===== src/rtl/simd_wb_queue.sv =====
`default_nettype none
// ============================================================================
//  Module   : simd_wb_queue
//  Purpose  : Writeback queue behind the SIMD integer unit. Each issued op's
//             destination tag travels down a LAT-stage tag pipe that is
//             aligned with the SIMD result pipeline. When the tag exits, the
//             68-bit result is paired with it and written into a DEPTH-entry
//             FIFO. The FIFO drains to a register-file write port over
//             valid/ready. An issue credit (can_issue) guarantees that every
//             accepted op already has a reserved FIFO slot.
//
//  Ports    : clk        clock; all state changes on the falling edge
//             rst        synchronous, active-high reset
//             flush      drop all in-flight and queued results
//             issue_en   SIMD op issued this cycle
//             issue_reg  destination register tag of the issued op
//             can_issue  credit: an issue this cycle has a guaranteed slot
//             simd_res   SIMD result {ptype[1:0], payload[65:0]}
//             wb_valid   head entry valid
//             wb_reg     head entry destination tag
//             wb_data    head entry result (unmodified)
//             wb_ready   register file accepts the head this cycle
//             ovf_err    sticky overflow flag, cleared only by rst
//
//  Config   : SIMD_WBQ_BYPASS_EN - when defined, a result leaving the tag
//             pipe while the FIFO is empty is presented combinationally on
//             the writeback port in the same cycle, and is only written into
//             the FIFO if the register file does not take it.
//
//  Revision : 1.0 - initial release
// ============================================================================
module simd_wb_queue #(
    parameter int LAT   = 2,
    parameter int DEPTH = 4,
    parameter int REG_W = 9
) (
    input  logic             clk,
    input  logic             rst,
    input  logic             flush,
    input  logic             issue_en,
    input  logic [REG_W-1:0] issue_reg,
    output logic             can_issue,
    input  logic [67:0]      simd_res,
    output logic             wb_valid,
    output logic [REG_W-1:0] wb_reg,
    output logic [67:0]      wb_data,
    input  logic             wb_ready,
    output logic             ovf_err
);

    localparam int c_PTR_W = $clog2(DEPTH);
    localparam int c_CNT_W = $clog2(DEPTH + 1);
    localparam int c_INF_W = $clog2(LAT + 1);
    localparam int c_OCC_W = $clog2(DEPTH + LAT + 1);

    // Tag pipe
    logic [LAT-1:0]     r_vld;
    logic [REG_W-1:0]   r_tag [LAT];

    // FIFO storage and bookkeeping
    logic [REG_W-1:0]   r_mem_tag  [DEPTH];
    logic [67:0]        r_mem_data [DEPTH];
    logic [c_PTR_W-1:0] r_wr_ptr;
    logic [c_PTR_W-1:0] r_rd_ptr;
    logic [c_CNT_W-1:0] r_count;
    logic               r_ovf_err;

    logic [c_INF_W-1:0] w_inflight;
    logic [c_OCC_W-1:0] w_occ;
    logic               w_exit_vld;
    logic [REG_W-1:0]   w_exit_tag;
    logic               w_nempty;
    logic               w_full;
    logic               w_bypass;
    logic               w_pop;
    logic               w_push_req;
    logic               w_push;
    logic               w_push_ovf;
    logic               w_issue_ok;
    logic               w_issue_ovf;

    // ------------------------------------------------------------------
    // Credit: every valid tag-pipe stage already owns a future FIFO slot,
    // so occupancy counts both queued and in-flight results. Built from
    // registers only so the scheduler sees a stable value all cycle.
    // ------------------------------------------------------------------
    always_comb begin
        w_inflight = '0;
        for (int i = 0; i < LAT; i++) begin
            w_inflight = w_inflight + c_INF_W'(r_vld[i]);
        end
        w_occ     = c_OCC_W'(r_count) + c_OCC_W'(w_inflight);
        can_issue = (w_occ < c_OCC_W'(DEPTH));
    end

    always_comb begin
        w_exit_vld = r_vld[LAT-1];
        w_exit_tag = r_tag[LAT-1];
        w_nempty   = (r_count != '0);
        w_full     = (r_count == c_CNT_W'(DEPTH));

`ifdef SIMD_WBQ_BYPASS_EN
        w_bypass   = w_exit_vld & ~w_nempty;
`else
        w_bypass   = 1'b0;
`endif

        // A bypassed result that is taken immediately never enters the FIFO.
        w_pop       = w_nempty & wb_ready;
        w_push_req  = w_exit_vld & ~(w_bypass & wb_ready);
        // A full FIFO still accepts a push when the head leaves on the same edge.
        w_push      = w_push_req & (~w_full | w_pop);
        w_push_ovf  = w_push_req & w_full & ~w_pop;
        w_issue_ok  = issue_en & can_issue;
        w_issue_ovf = issue_en & ~can_issue;
    end

    // ------------------------------------------------------------------
    // Writeback port: head of FIFO, or the exiting result when bypassing.
    // Zero when nothing is presented so reset/flush give clean outputs.
    // ------------------------------------------------------------------
    always_comb begin
        wb_valid = w_nempty | w_bypass;
        wb_reg   = '0;
        wb_data  = '0;
        if (w_nempty) begin
            wb_reg  = r_mem_tag[r_rd_ptr];
            wb_data = r_mem_data[r_rd_ptr];
        end else if (w_bypass) begin
            wb_reg  = w_exit_tag;
            wb_data = simd_res;
        end
    end

    assign ovf_err = r_ovf_err;

    // Tag values carry no meaning without their vld bit, so no reset needed.
    always_ff @(negedge clk) begin
        r_tag[0] <= issue_reg;
        for (int i = 1; i < LAT; i++) begin
            r_tag[i] <= r_tag[i-1];
        end
    end

    always_ff @(negedge clk) begin
        if (w_push && !rst && !flush) begin
            r_mem_tag[r_wr_ptr]  <= w_exit_tag;
            r_mem_data[r_wr_ptr] <= simd_res;
        end
    end

    // Control state: flush behaves like a reset of the queue, except the
    // sticky error flag is preserved.
    always_ff @(negedge clk) begin
        if (rst || flush) begin
            r_vld    <= '0;
            r_wr_ptr <= '0;
            r_rd_ptr <= '0;
            r_count  <= '0;
        end else begin
            r_vld[0] <= w_issue_ok;
            for (int i = 1; i < LAT; i++) begin
                r_vld[i] <= r_vld[i-1];
            end

            if (w_push) begin
                r_wr_ptr <= r_wr_ptr + c_PTR_W'(1);
            end
            if (w_pop) begin
                r_rd_ptr <= r_rd_ptr + c_PTR_W'(1);
            end

            case ({w_push, w_pop})
                2'b10:   r_count <= r_count + c_CNT_W'(1);
                2'b01:   r_count <= r_count - c_CNT_W'(1);
                default: r_count <= r_count;
            endcase
        end
    end

    always_ff @(negedge clk) begin
        if (rst) begin
            r_ovf_err <= 1'b0;
        end else if (!flush && (w_issue_ovf || w_push_ovf)) begin
            r_ovf_err <= 1'b1;
        end
    end

endmodule
`default_nettype wire


===== config.mk =====
export PLATFORM = sky130hd
export DESIGN_NAME = simd_wb_queue
export DESIGN_NICKNAME = d
export VERILOG_FILES = /design/src/rtl/simd_wb_queue.sv
export SDC_FILE = /design/constraint.sdc
export NUM_CORES = 1
export LEC_CHECK = 0
export ABC_AREA = 1
export CAP_MARGIN = 20
export CORE_UTILIZATION = 55
export DETAILED_ROUTE_END_ITERATION = 10
export PLACE_DENSITY = 0.79
export SYNTH_ARGS = -nofsm -noshare
export SYNTH_HDL_FRONTEND = slang
export SYNTH_SLANG_ARGS = --single-unit
export TNS_END_PERCENT = 20

===== constraint.sdc =====
create_clock -name clk -period 6.7 [get_ports clk]
set_input_delay 1.34 -clock clk [delete_from_list [all_inputs] [get_ports clk]]
set_output_delay 1.34 -clock clk [all_outputs]
set_load 0.1 [all_outputs]

# == Yosys cells after proc, flatten, opt, wreduce, memory -nomap -nowiden ==
# Memory sizes are Yosys's and may differ from the RTL's. A register that Yosys moved wholly into a read port is not among the register bits.
# Index checks and enable logic that the tools add are counted.
# totals
ff_bits,10
mem_bits_rw,326
input_bits,82
elab_cells,46
memories,3
# op_classes
addsub,6
order_cmp,1
eq_ne,3
n_mux,9
bitwise,10
reduce_logical,9
# memory_table
name,depth,word_bits,read_ports,rd_clocked_by_memory_dff,write_ports,line_no,rtl
r_mem_data,4,68,1,1,1,62,logic [67:0] r_mem_data [DEPTH];
r_mem_tag,4,9,1,1,1,61,logic [REG_W-1:0] r_mem_tag [DEPTH];
r_tag,2,9,2,0,2,58,logic [REG_W-1:0] r_tag [LAT];
# ops
op,count
two-way mux 68 bit,1
two-way mux 9 bit,1
two-way mux 2 bit,4
bitwise AND 1 bit,6
one-hot mux 3 bit (2 select lines),1
"adder 2 x 1 -> 2 bit, second input constant",2
"adder 3 x 1 -> 3 bit, second input constant",1
adder 3 x 2 -> 3 bit,1
"== test 3 bit, second input constant",1
logical AND 1 bit,3
"less-than comparator 3 bit, second input constant",1
inverter 1 bit,3
nonzero test 3 bit,1
"subtractor 3 x 1 -> 3 bit, second input constant",1
adder 1 x 1 -> 2 bit,1
"== test 2 x 1 -> 1 bit, second input constant",1
"== test 2 bit, second input constant",1
zero test 1 bit,2
logical OR 1 bit,2
two-way mux 1 bit,2
nonzero test 2 bit,1
bitwise OR 1 bit,1

# == Depth between registers and ports, before layout ==
# Gate-level depths: netlist of the first run.
# depth
ltp_word,8
ltp_mapped,10
ltp_nobuf,10

==> summary.md, run 1 <==
| Metric | Value |
|---|---|
| Result of the run | `finished with violations` |
| Failing checks | `setup timing` |
| Final Core Density | `89.28%` |
| Number of rows in the core area | `55` |
| HPWL Detailed | `17330 um` |
| Syn-to-layout area delta | `57.98%` |
| Worst voltage drop across the vdd grid | `213.4 uV` |
| Layout cells sized above 1 | `25.14%` |
| Final antenna-violating net count | `0` |
| Critical path class | `flop to output pin` |
| Met1 WL | `16150 um` |
| Fraction of power spent switching nets | `32.78%` |
| Pin count of the biggest net entering global routing | `50` |
| Core Region | `0.02278 mm^2` |
| Final cell area excluding filler cells | `0.02034 mm^2` |
| Sequence of cells on the critical path | `buf_12 > inv_12 > o21ai_0 > a21oi_4 > buf_12` |
| Synthesized netlist cell count | `1016` |
| Number of hold violations in the final report | `0` |
| Number of nets produced by synthesis | `1104` |
| Number of placed instances, taps included | `1460` |
| Post-placement worst setup slack | `0.1686 ns` |
| Unrepaired setup endpoints after global routing | `yes` |
| IO Pins | `162` |
| Max cap viols | `0` |
| Count of cells along the worst hold path | `0` |
| Grt ovf | `0` |
| Net switching power figure | `1.935 mW` |
| Setup-failing EPs final | `77` |
| Final WL | `51080 um` |
| Logic depth of the worst register-to-register path | `10` |
| PortBufs | `161` |
| Width of the die | `155.0 um` |
| Slowest library cell on the worst path | `sky130_fd_sc_hd__o21ai_0` |
| Cell depth of the worst setup path | `5` |
| Combinational power share | `4.6%` |
| Hold Worst Slack | `0.3084 ns` |
| Clock latency at the later pin of the worst-skew pair | `0.69 ns` |
| Pwr Total | `5.903 mW` |
| Average via count per standard cell | `6.248` |
| Commonest non-fill, non-tap cell in the layout | `sky130_fd_sc_hd__inv_1` |
| Via count | `11830` |
| Highest net fanout along the worst path | `20` |
| Wire length on met3 | `6255 um` |
| Critical path arrival | `5.96 ns` |
| DR iter-0 viols | `1786` |
| Vias in the first global route | `11950` |
| Clock input transition at the sequential cells of the worst setup and hold paths | `0.07 ns` |
| Post-placement cell area | `0.01664 mm^2` |
| Synthesis warning total | `0` |
| Kind of start point of the critical path | `flop` |
| Final layout net count | `1642` |
| Crit path largest cell delay | `0.92 ns` |
| Transition time at the pin with the least slew margin | `1.160 ns` |
| Synthesized area per cell | `12.67 um^2` |
| Gate family responsible for the most delay along the worst path | `compound AO/OA/AOI/OAI gates` |
| Most Frequent Cell on Critical Path | `sky130_fd_sc_hd__buf_12` |
| FF+latch count, synth | `338` |
| Internal power consumption | `3.968 mW` |
| Post-synthesis sequential area ratio | `76.52%` |
| Die area | `0.02402 mm^2` |
| Synthesized area | `0.01287 mm^2` |
| TritonCTS Buffers | `36` |
| Number of buffers between clock root and the deepest sink | `3` |
| Least setup slack across all paths after layout | `-0.5984 ns` |
| Count of non-filler cells in the finished layout | `1893` |
| Residual DRC count | `0` |
| Fraction of power consumed by sequential logic | `39.3%` |
| RD Place Congestion | `0.7470` |
| Met2 Wirelength | `25140 um` |
| Initial antenna violation count | `0` |
| Aggregate global-route resource usage | `36.55%` |
| Fill cells | `765` |
| Height of the die | `155.0 um` |
| Leading cell types in the layout, fill and taps excluded | `sky130_fd_sc_hd__inv_1, sky130_fd_sc_hd__edfxtp_1, sky130_fd_sc_hd__nor2_1, sky130_fd_sc_hd__buf_12, sky130_fd_sc_hd__o21ai_1` |
| Count of different cell masters after synthesis | `22` |
| Leakage power summed over all cells | `8.181 nW` |
| Clock tree from TritonCTS | `built` |
| Clock Sink Count | `338` |
| Final routed wire length divided by cell count | `26.98 um` |
| Number of hold-repair buffers added at the cts stage | `0` |
| Power per Cell Area | `290.3 mW/mm^2` |
| Req. time, crit path | `5.36 ns` |
| Clock Power Share | `56.1%` |
| Wire length of the first global-routing pass | `64770 um` |
| Worst min-delay path category | `flop to flop` |
| Max-slew headroom at the worst pin | `21.86%` |
| Capturing element type of the critical path | `output pin` |
| Top Layer Used | `met4` |
| Buf+Inv Stages, Crit Path | `3` |
| Clock Skews | `0.1234 ns` |
| H-tree levels | `2` |
| Total iterations of the first detailed-routing run | `6` |
| Starting utilization of the core area | `56.51%` |
| Slew Limit Fails | `0` |
| Final-layout setup total negative slack | `-9.688 ns` |
| Library cell used as clock root buffer | `sky130_fd_sc_hd__clkbuf_16` |
## routing by layer
layer | vias to the layer above | track usage (%)
met5 | - | 0
met4 | 0 | 24.19
met3 | 282 | 11.56
met2 | 1298 | 60.42
met1 | 5574 | 40.90
li1 | 4674 | -
## state kept, by name (all words and copies together) (netlist names), named ones only
signal,flops
r_mem_data,272
r_tag,18
r_mem_tag,36
r_rd_ptr,2
r_wr_ptr,2
r_count,3
ovf_err,1
r_vld,2
## cell families (layout without fill, tap and decap cells)
family                     count (synthesis)  in the layout  share of synthesized area (%)
AOI/OAI and AO/OA                        242            242                          9.428
xor gates and xnor gates                   1              1                        0.06805
adders and majority gates                  6              6                         0.6415
buffers and inverters                     83            646                          3.159
DFF                                      338            338                          76.52
other                                      0              1                              0
and+or+nand+nor                          346            346                          10.19
## power groups by stage
stage | Sequential (mW) | Combinational [mW] | Clock, mW
after floorplan | 2.35 | 0.117 | 0.300
after global routing | 2.32 | 0.276 | 3.47
after CTS | 2.33 | 0.253 | 3.02
after global placement | 2.35 | 0.237 | 0.300
final | 2.32 | 0.271 | 3.31
after detailed placement | 2.36 | 0.241 | 0.300
## synth_stat cells
cell	n	area, um^2
sky130_fd_sc_hd__edfxtp_1	308	9249
sky130_fd_sc_hd__nor3_1	1	5.000
sky130_fd_sc_hd__buf_4	2	15.01
sky130_fd_sc_hd__nand3_1	7	35.03
sky130_fd_sc_hd__clkbuf_2	6	30.03
sky130_fd_sc_hd__clkbuf_1	20	75.07
sky130_fd_sc_hd__fa_1	1	20.02
sky130_fd_sc_hd__inv_2	3	11.26
sky130_fd_sc_hd__xor2_1	1	8.760
sky130_fd_sc_hd__inv_1	22	82.58
sky130_fd_sc_hd__a21oi_1	83	415.4
sky130_fd_sc_hd__buf_6	7	78.83
sky130_fd_sc_hd__nand2_1	15	56.30
sky130_fd_sc_hd__or2_2	1	6.260
sky130_fd_sc_hd__buf_2	22	110.1
sky130_fd_sc_hd__nor2_1	322	1209
sky130_fd_sc_hd__o21ai_0	105	525.5
sky130_fd_sc_hd__a21boi_0	1	7.510
sky130_fd_sc_hd__dfxtp_1	30	600.6
sky130_fd_sc_hd__o21ai_1	53	265.3
sky130_fd_sc_hd__ha_1	5	62.56
sky130_fd_sc_hd__buf_1	1	3.750
## area by class of cell
cell class | count | area (um^2) | area share (%)
antenna | 1 | 2.502 | 0.01231
clock buffer | 37 | 925.9 | 4.553
clock inverter | 364 | 1563 | 7.685
inverter | 24 | 112.6 | 0.5537
multi-input combinational | 595 | 3915 | 19.25
sequential | 338 | 9857 | 48.47
tap | 313 | 391.6 | 1.926
timing repair buffer | 221 | 3568 | 17.55
## timing repair
action,CTS,global route
pin swaps,29,73
resized for setup,116,145
cloned,9,10
endpoints found under the setup margin,78,78
hold endpoints to repair,0,0
buffers inserted,9,4
## worst paths after layout
| check | start | endpoint | slack (ns) |
|---|---|---|---|
| setup / recovery | flop | wb_data[21] | -0.60 |
| hold / removal | r_tag[0][7] | r_tag[0][16] | 0.31 |
| setup reg to reg | r_count[2] | r_count[2] | 4.98 |
| hold reg to reg | r_tag[0][7] | r_tag[0][16] | 0.31 |
Note: power is estimated with default switching activity, not from simulation.
==> inputs of run 2 (changes only) <==
--- a/config.mk
+++ b/config.mk
@@ -5,11 +5,11 @@
 export SDC_FILE = /design/constraint.sdc
 export NUM_CORES = 1
 export LEC_CHECK = 0
-export ABC_AREA = 1
 export CAP_MARGIN = 20
 export CORE_UTILIZATION = 55
 export DETAILED_ROUTE_END_ITERATION = 10
-export PLACE_DENSITY = 0.79
+export PLACE_DENSITY = 0.87
+export SLEW_MARGIN = 0
 export SYNTH_ARGS = -nofsm -noshare
 export SYNTH_HDL_FRONTEND = slang
 export SYNTH_SLANG_ARGS = --single-unit
==> run 2 against run 1 <==
Compared with the run above:
- the run still ends with setup timing left
- hold slack better by 0.010 ns
- combinational power is 60% lower
- die area is 0.98% lower
- final cell count is 24% lower
- via count is 30% lower
- synthesized cell count is 42% lower
- cell area is 7.3% lower
- sequential power hardly changed
- setup slack better by 0.35 ns
- clock power is 3% lower
- synthesized area is 0.99% lower
- critical endpoint is now wb_data[15]
- highest routed layer unchanged
==> summary.md, run 2 <==
| Metric | Value |
|---|---|
| Final routed wire length divided by cell count | `25.75 um` |
| Clock input transition at the sequential cells of the worst setup and hold paths | `0.05 ns` |
| FF+latch count, synth | `338` |
| Final antenna-violating net count | `0` |
| Die area | `0.02379 mm^2` |
| Worst min-delay path category | `flop to flop` |
| Number of rows in the core area | `55` |
| Largest registers in the final layout | `r_mem_data: 272 flops, r_mem_tag: 36 flops, r_tag: 18 flops` |
| Number of placed instances, taps included | `1026` |
| Synthesized netlist cell count | `591` |
| Reg with most FFs | `r_mem_data` |
| Least setup slack across all paths after layout | `-0.2484 ns` |
| Yosys top cell area share | `72.57%` |
| Met1 WL | `13160 um` |
| Net switching power figure | `1.602 mW` |
| Pwr Total | `5.636 mW` |
| Vias in the first global route | `9639` |
| Number of hold-repair buffers added at the cts stage | `0` |
| HPWL Detailed | `16270 um` |
| Fill cells | `965` |
| Setup-failing EPs final | `77` |
| Commonest non-fill, non-tap cell in the layout | `sky130_fd_sc_hd__inv_1` |
| Most repeated cell in the gate-level netlist after synthesis | `sky130_fd_sc_hd__edfxtp_1` |
| H-tree levels | `2` |
| Fraction of power consumed by sequential logic | `41.2%` |
| Flip-flop count of the largest register after layout | `272` |
| Layout cells sized above 1 | `29.72%` |
| Residual DRC count | `0` |
| IO Pins | `162` |
| Number of hold violations in the final report | `0` |
| Post-synthesis sequential area ratio | `77.28%` |
| Failing checks | `setup timing` |
| RD Place Congestion | `0.7639` |
| Leakage power summed over all cells | `7.652 nW` |
| Via count | `8274` |
| Count of non-filler cells in the finished layout | `1439` |
| Wire length on met3 | `3233 um` |
| Capturing element type of the critical path | `output pin` |
| Slowest library cell on the worst path | `sky130_fd_sc_hd__mux4_2` |
| Top Layer Used | `met4` |
| Synthesized area per cell | `21.56 um^2` |
| Pin count of the biggest net entering global routing | `45` |
| Grt ovf | `0` |
| Width of the die | `154.2 um` |
| Kind of start point of the critical path | `flop` |
| Clock Power Share | `56.9%` |
| Leading cell types in the layout, fill and taps excluded | `sky130_fd_sc_hd__inv_1, sky130_fd_sc_hd__edfxtp_1, sky130_fd_sc_hd__buf_12, sky130_fd_sc_hd__and2_4, sky130_fd_sc_hd__clkdlybuf4s50_1` |
| Library cell used as clock root buffer | `sky130_fd_sc_hd__clkbuf_16` |
| Slew Limit Fails | `0` |
| RR Endpoint | `r_mem_tag[2][4]` |
| Max-slew headroom at the worst pin | `51.27%` |
| Aggregate global-route resource usage | `32.50%` |
| Logic depth of the worst register-to-register path | `5` |
| Sequence of cells on the critical path | `buf_12 > buf_12 > buf_16 > mux4_2 > and2_4 > buf_12` |
| Wire length of the first global-routing pass | `55140 um` |
| DR iter-0 viols | `724` |
| Clock Sink Count | `338` |
| Highest net fanout along the worst path | `6` |
| Crit path largest cell delay | `0.52 ns` |
| Flip-flop cell with the highest count after synthesis | `sky130_fd_sc_hd__edfxtp_1` |
| Power per Cell Area | `298.9 mW/mm^2` |
| Count of antenna diodes in the layout | `0` |
| Total iterations of the first detailed-routing run | `5` |
| Proportion of synthesized flip-flops having asynchronous set or reset | `0%` |
| Transition time at the pin with the least slew margin | `0.7248 ns` |
| EDFF count, synth | `308` |
| Synthesis warning total | `0` |
| Height of the die | `154.2 um` |
| Starting utilization of the core area | `56.12%` |
| Unrepaired setup endpoints after global routing | `yes` |
| Clock latency at the later pin of the worst-skew pair | `0.66 ns` |
| Clock Skews | `0.08453 ns` |
| Internal power consumption | `4.033 mW` |
| Cell type with the largest total area after synthesis | `sky130_fd_sc_hd__edfxtp_1` |
| Count of different cell masters after synthesis | `37` |
| Critical path class | `flop to output pin` |
| R2r startpoint | `r_vld[1]` |
| Clock tree from TritonCTS | `built` |
| Critical path arrival | `5.61 ns` |
| Most Frequent Cell on Critical Path | `sky130_fd_sc_hd__buf_12` |
| Met2 Wirelength | `19220 um` |
| Final WL | `37060 um` |
| Setup slack on the worst flop-to-flop path | `4.45 ns` |
| Number of nets produced by synthesis | `679` |
| Core Region | `0.02271 mm^2` |
| Max cap viols | `0` |
| Most used standard cells in the synthesized netlist | `sky130_fd_sc_hd__edfxtp_1, sky130_fd_sc_hd__and2_1, sky130_fd_sc_hd__mux4_2` |
| Syn-to-layout area delta | `47.93%` |
| End point of the critical path | `wb_data[15]` |
| Average via count per standard cell | `5.750` |
| TritonCTS Buffers | `35` |
| Initial antenna violation count | `0` |
| Worst voltage drop across the vdd grid | `235.8 uV` |
| Number of buffers between clock root and the deepest sink | `3` |
| Largest cells by area after synthesis | `sky130_fd_sc_hd__edfxtp_1, sky130_fd_sc_hd__mux4_2, sky130_fd_sc_hd__dfxtp_1` |
| Combinational power share | `1.9%` |
| Synthesized area | `0.01274 mm^2` |
| Req. time, crit path | `5.36 ns` |
| Fraction of power spent switching nets | `28.43%` |
| Final layout net count | `1219` |
| PortBufs | `161` |
| Result of the run | `finished with violations` |
==> run 2: cell types whose count changed in the layout (fill, tap and decap cells not counted), sizes merged, moves of 21 or more <==
| cell | delta |
|---|---|
| inv | -21 |
| o21ai | -156 |
| a21oi | -81 |
| mux4 | +77 |
| and2 | +83 |
| nor2 | -318 |
==> run 2: metal layers <==
metal / GRT usage, % / vias to the layer above
li1: - / 3454
met1: 36.94 / 4094
met2: 53.77 / 629
met3: 10.65 / 97
met4: 19.90 / 0
met5: 0 / -
==> run 2: final cells by class <==
cell class	count	area (um^2)	area share, %
Clock inverter	361	1637	8.681
Clock buffer	37	925.9	4.911
Timing Repair Buffer	199	3178	16.86
Sequential cell	338	9864	52.32
Inverter	7	26.28	0.1394
Multi-Input combinational cell	212	2865	15.20
Tap cell	285	356.6	1.891
==> run 2: power groups by stage <==
stage | clock, mW | combinational, mW | sequential, mW
6_report | 3.20 | 0.109 | 2.32
5_1_grt | 3.45 | 0.112 | 2.32
4_1_cts | 3.17 | 0.106 | 2.32
3_5_place_dp | 0.300 | 0.101 | 2.35
3_3_place_gp | 0.300 | 0.0946 | 2.35
2_1_floorplan | 0.300 | 0.0209 | 2.35
==> run 2: how the worst min path moves through the flow <==
| stage | start | end | slack, ns | cells after the start |
|---|---|---|---|---|
| finish | r_tag[0][3] | r_tag[0][12] | 0.32 | 0 |
| global route | r_tag[0][4] | r_tag[0][13] | 0.33 | 0 |
| CTS | r_tag[0][3] | r_tag[0][12] | 0.32 | 0 |
| detailed placement | r_tag[0][3] | r_tag[0][12] | 0.31 | 0 |
| global placement | r_tag[0][4] | r_tag[0][13] | 0.31 | 0 |
| floorplan | r_tag[0][1] | r_tag[0][10] | 0.31 | 0 |
==> run 2: logic make-up (layout without fill, tap and decap cells) <==
group                      after synthesis  count (layout)  share of synthesized area [%]
AOI/OAI and AO/OA                       17              17                         0.9623
xor gates and xnor gates                 4               4                         0.2749
adders and majority gates                6               6                         0.6480
and+or+nand+nor                        108             108                          5.213
buffers and inverters                   41             604                          2.013
muxes                                   77              77                          13.61
DFF                                    338             338                          77.28
==> run 2: critical path, delay by kind of cell, from the launching register on <==
kind | cells | cell delay [ns]
buffers and inverters | 4 | 0.56
AND/OR/NAND/NOR | 1 | 0.19
flip-flops | 1 | 0.39
multiplexers | 1 | 0.52
==> run 2: through the flow <==
stage               util [%]  setup WS (ns)  setup TNS [ns]  hold slack [ns]  cell area (um^2)
floorplan                  -        -0.1159          -35.84           0.3096             12760
global placement       68.99     -0.0009996       -0.004957           0.3115             15670
detailed placement     68.99        0.02545               0           0.3121             15670
CTS                    82.90        -0.2297          -12.84           0.3194             18830
global route           83.02        -0.3008          -17.57           0.3279             18850
finish                 83.02        -0.2484          -13.27           0.3186             18850
==> run 2: repair_timing <==
action,CTS,global route
endpoints found under the setup margin,78,79
cloned,10,0
setup buffers,6,0
gates resized for setup,99,6
==> inputs of run 3 (changes only) <==
--- a/config.mk
+++ b/config.mk
@@ -6,6 +6,7 @@
 export NUM_CORES = 1
 export LEC_CHECK = 0
 export CAP_MARGIN = 20
+export CORE_MARGIN = 8
 export CORE_UTILIZATION = 55
 export DETAILED_ROUTE_END_ITERATION = 10
 export PLACE_DENSITY = 0.87
==> run 3 against run 2 <==
Compared with the run above:
- the flow still finishes with violations (setup timing)
- total power shrank 3.2%
- wire length shrank 4.0%
- final cell count barely moved
- core utilization down 1.0 points
- clock-buffer cell count unchanged
==> summary.md, run 3 (same netlist as run 2, synthesis figures left out) <==
| Metric | Value |
|---|---|
| Gate family responsible for the most delay along the worst path | `multiplexers` |
| Via count | `8073` |
| Buf+Inv Stages, Crit Path | `3` |
| Slew Limit Fails | `0` |
| Total iterations of the first detailed-routing run | `5` |
| Final antenna-violating net count | `0` |
| Highest net fanout along the worst path | `9` |
| Slowest library cell on the worst path | `sky130_fd_sc_hd__mux4_2` |
| Reg with most FFs | `r_mem_data` |
| Flip-flop count of the largest register after layout | `272` |
| Width of the die | `168.2 um` |
| Max cap viols | `0` |
| Unrepaired setup endpoints after global routing | `yes` |
| IO Pins | `162` |
| H-tree levels | `2` |
| Top Layer Used | `met4` |
| Vias in the first global route | `9792` |
| Clock Skews | `0.05376 ns` |
| Final routed wire length divided by cell count | `24.73 um` |
| Die area | `0.02830 mm^2` |
| Setup slack on the worst flop-to-flop path | `4.40 ns` |
| DR iter-0 viols | `681` |
| Clock Sink Count | `338` |
| Req. time, crit path | `5.36 ns` |
| Number of hold-repair buffers added at the cts stage | `0` |
| Multi-input gate area in the final layout | `0.002863 mm^2` |
| Number of hold violations in the final report | `0` |
| Pin count of the biggest net entering global routing | `56` |
| Setup-failing EPs final | `78` |
| Grt ovf | `0` |
| Height of the die | `168.2 um` |
| Met1 WL | `12100 um` |
| Largest registers in the final layout | `r_mem_data: 272 flops, r_mem_tag: 36 flops, r_tag: 18 flops` |
| Final layout net count | `1216` |
| Hold Worst Slack | `0.3156 ns` |
| RD Place Congestion | `0.7916` |
| Wire length of the first global-routing pass | `53100 um` |
| Transition time at the pin with the least slew margin | `0.4716 ns` |
| Clock input transition at the sequential cells of the worst setup and hold paths | `0.05 ns` |
| Sequence of cells on the critical path | `buf_12 > buf_12 > mux4_2 > and2_4 > buf_12` |
| Clock latency at the later pin of the worst-skew pair | `0.61 ns` |
| Final-layout setup total negative slack | `-11.59 ns` |
| Leading cell types in the layout, fill and taps excluded | `sky130_fd_sc_hd__inv_1, sky130_fd_sc_hd__edfxtp_1, sky130_fd_sc_hd__buf_12, sky130_fd_sc_hd__clkdlybuf4s50_1, sky130_fd_sc_hd__mux4_2` |
| Number of buffers between clock root and the deepest sink | `3` |
| Worst min-delay path category | `flop to flop` |
| Wire length on met3 | `2654 um` |
| Critical path arrival | `5.56 ns` |
| Kind of start point of the critical path | `flop` |
| Power per Cell Area | `293.0 mW/mm^2` |
| Met2 Wirelength | `19520 um` |
| Layout cells sized above 1 | `29.08%` |
| Library cell used as clock root buffer | `sky130_fd_sc_hd__clkbuf_16` |
| Starting utilization of the core area | `56.12%` |
| Final WL | `35570 um` |
| Worst voltage drop across the vdd grid | `332.0 uV` |
| Number of rows in the core area | `55` |
| Least setup slack across all paths after layout | `-0.2049 ns` |
| Core Region | `0.02271 mm^2` |
| Leakage power summed over all cells | `7.540 nW` |
| Fill cells | `980` |
| Failing checks | `setup timing` |
| Critical path class | `flop to output pin` |
| Commonest non-fill, non-tap cell in the layout | `sky130_fd_sc_hd__inv_1` |
| HPWL Detailed | `17240 um` |
| Syn-to-layout area delta | `46.11%` |
| Residual DRC count | `0` |
| PortBufs | `161` |
| TritonCTS Buffers | `35` |
| Average via count per standard cell | `5.614` |
| Aggregate global-route resource usage | `25.26%` |
| Clock tree from TritonCTS | `built` |
| Capturing element type of the critical path | `output pin` |
| Initial antenna violation count | `1` |
| Most Frequent Cell on Critical Path | `sky130_fd_sc_hd__buf_12` |
| Crit path largest cell delay | `0.56 ns` |
| Result of the run | `finished with violations` |
| Sequential standard cell area | `0.009862 mm^2` |
| Max-slew headroom at the worst pin | `68.16%` |
-- run 3: cell count changes in the layout (fill, tap and decap cells not counted), sizes merged --
cell | before | now
inv | 352 | 354
diode | 0 | 1
bufinv | 10 | 6
buf | 118 | 113
bufbuf | 0 | 1
clkinv | 1 | 0
clkinvlp | 5 | 9
clkbuf | 37 | 38
-- run 3: what timing repair did --
item | 4_1_cts | 5_1_grt
endpoints found under the setup margin | 78 | 79
cloned | 4 | 1
gates resized for setup | 88 | 4
setup buffers | 4 | 0
pin swaps | 1 | 0
endpoints found under the hold margin | 0 | 0
-- run 3: path summary, 6_finish.rpt --
kind | from | to | cells after the start
setup / recovery | flop | wb_data[54] | 5
hold / removal | r_tag[0][1] | r_tag[0][10] | 0
setup reg to reg | r_count[1] | r_count[1] | 7
hold reg to reg | r_tag[0][1] | r_tag[0][10] | 0
-- run 3: report_power, final --
group | internal, mW | switching (mW) | total [mW] | leakage (nW)
Sequential | 2.32 | 0.00583 | 2.32 | 3.02
Combinational | 0.0554 | 0.0515 | 0.107 | 2.13
Clock | 1.51 | 1.52 | 3.03 | 2.39
Total | 3.88 | 1.57 | 5.46 | 7.54
-- run 3: routing by layer --
layer	vias to the layer above	track usage (%)
li1	3447	-
met1	4036	24.36
met2	488	44.38
met3	102	9.635
met4	0	16.77
met5	-	0
-- run 3: through the flow --
stage | area [um^2] | std cells | util, % | setup slack, ns | total power, mW
2_1_floorplan | 12760 | 591 | - | -0.1159 | 2.675
3_3_place_gp | 15700 | 1030 | 69.12 | 0.1617 | 2.748
3_5_place_dp | 15700 | 1030 | 69.12 | 0.08374 | 2.754
4_1_cts | 18580 | 1436 | 81.80 | -0.1819 | 5.443
5_1_grt | 18620 | 1437 | 81.99 | -0.2395 | 5.725
6_report | 18620 | 1438 | 82.00 | -0.2049 | 5.456
-- run 3: cell type report --
type | count | share of cell area [%]
flip-flops and latches | 338 | 52.96
repair buffers | 196 | 16.34
multi-input cells | 212 | 15.37
clock inverters | 362 | 8.285
clock buffers | 37 | 4.972
well taps | 285 | 1.915
inverters | 7 | 0.1411
diodes | 1 | 0.01344
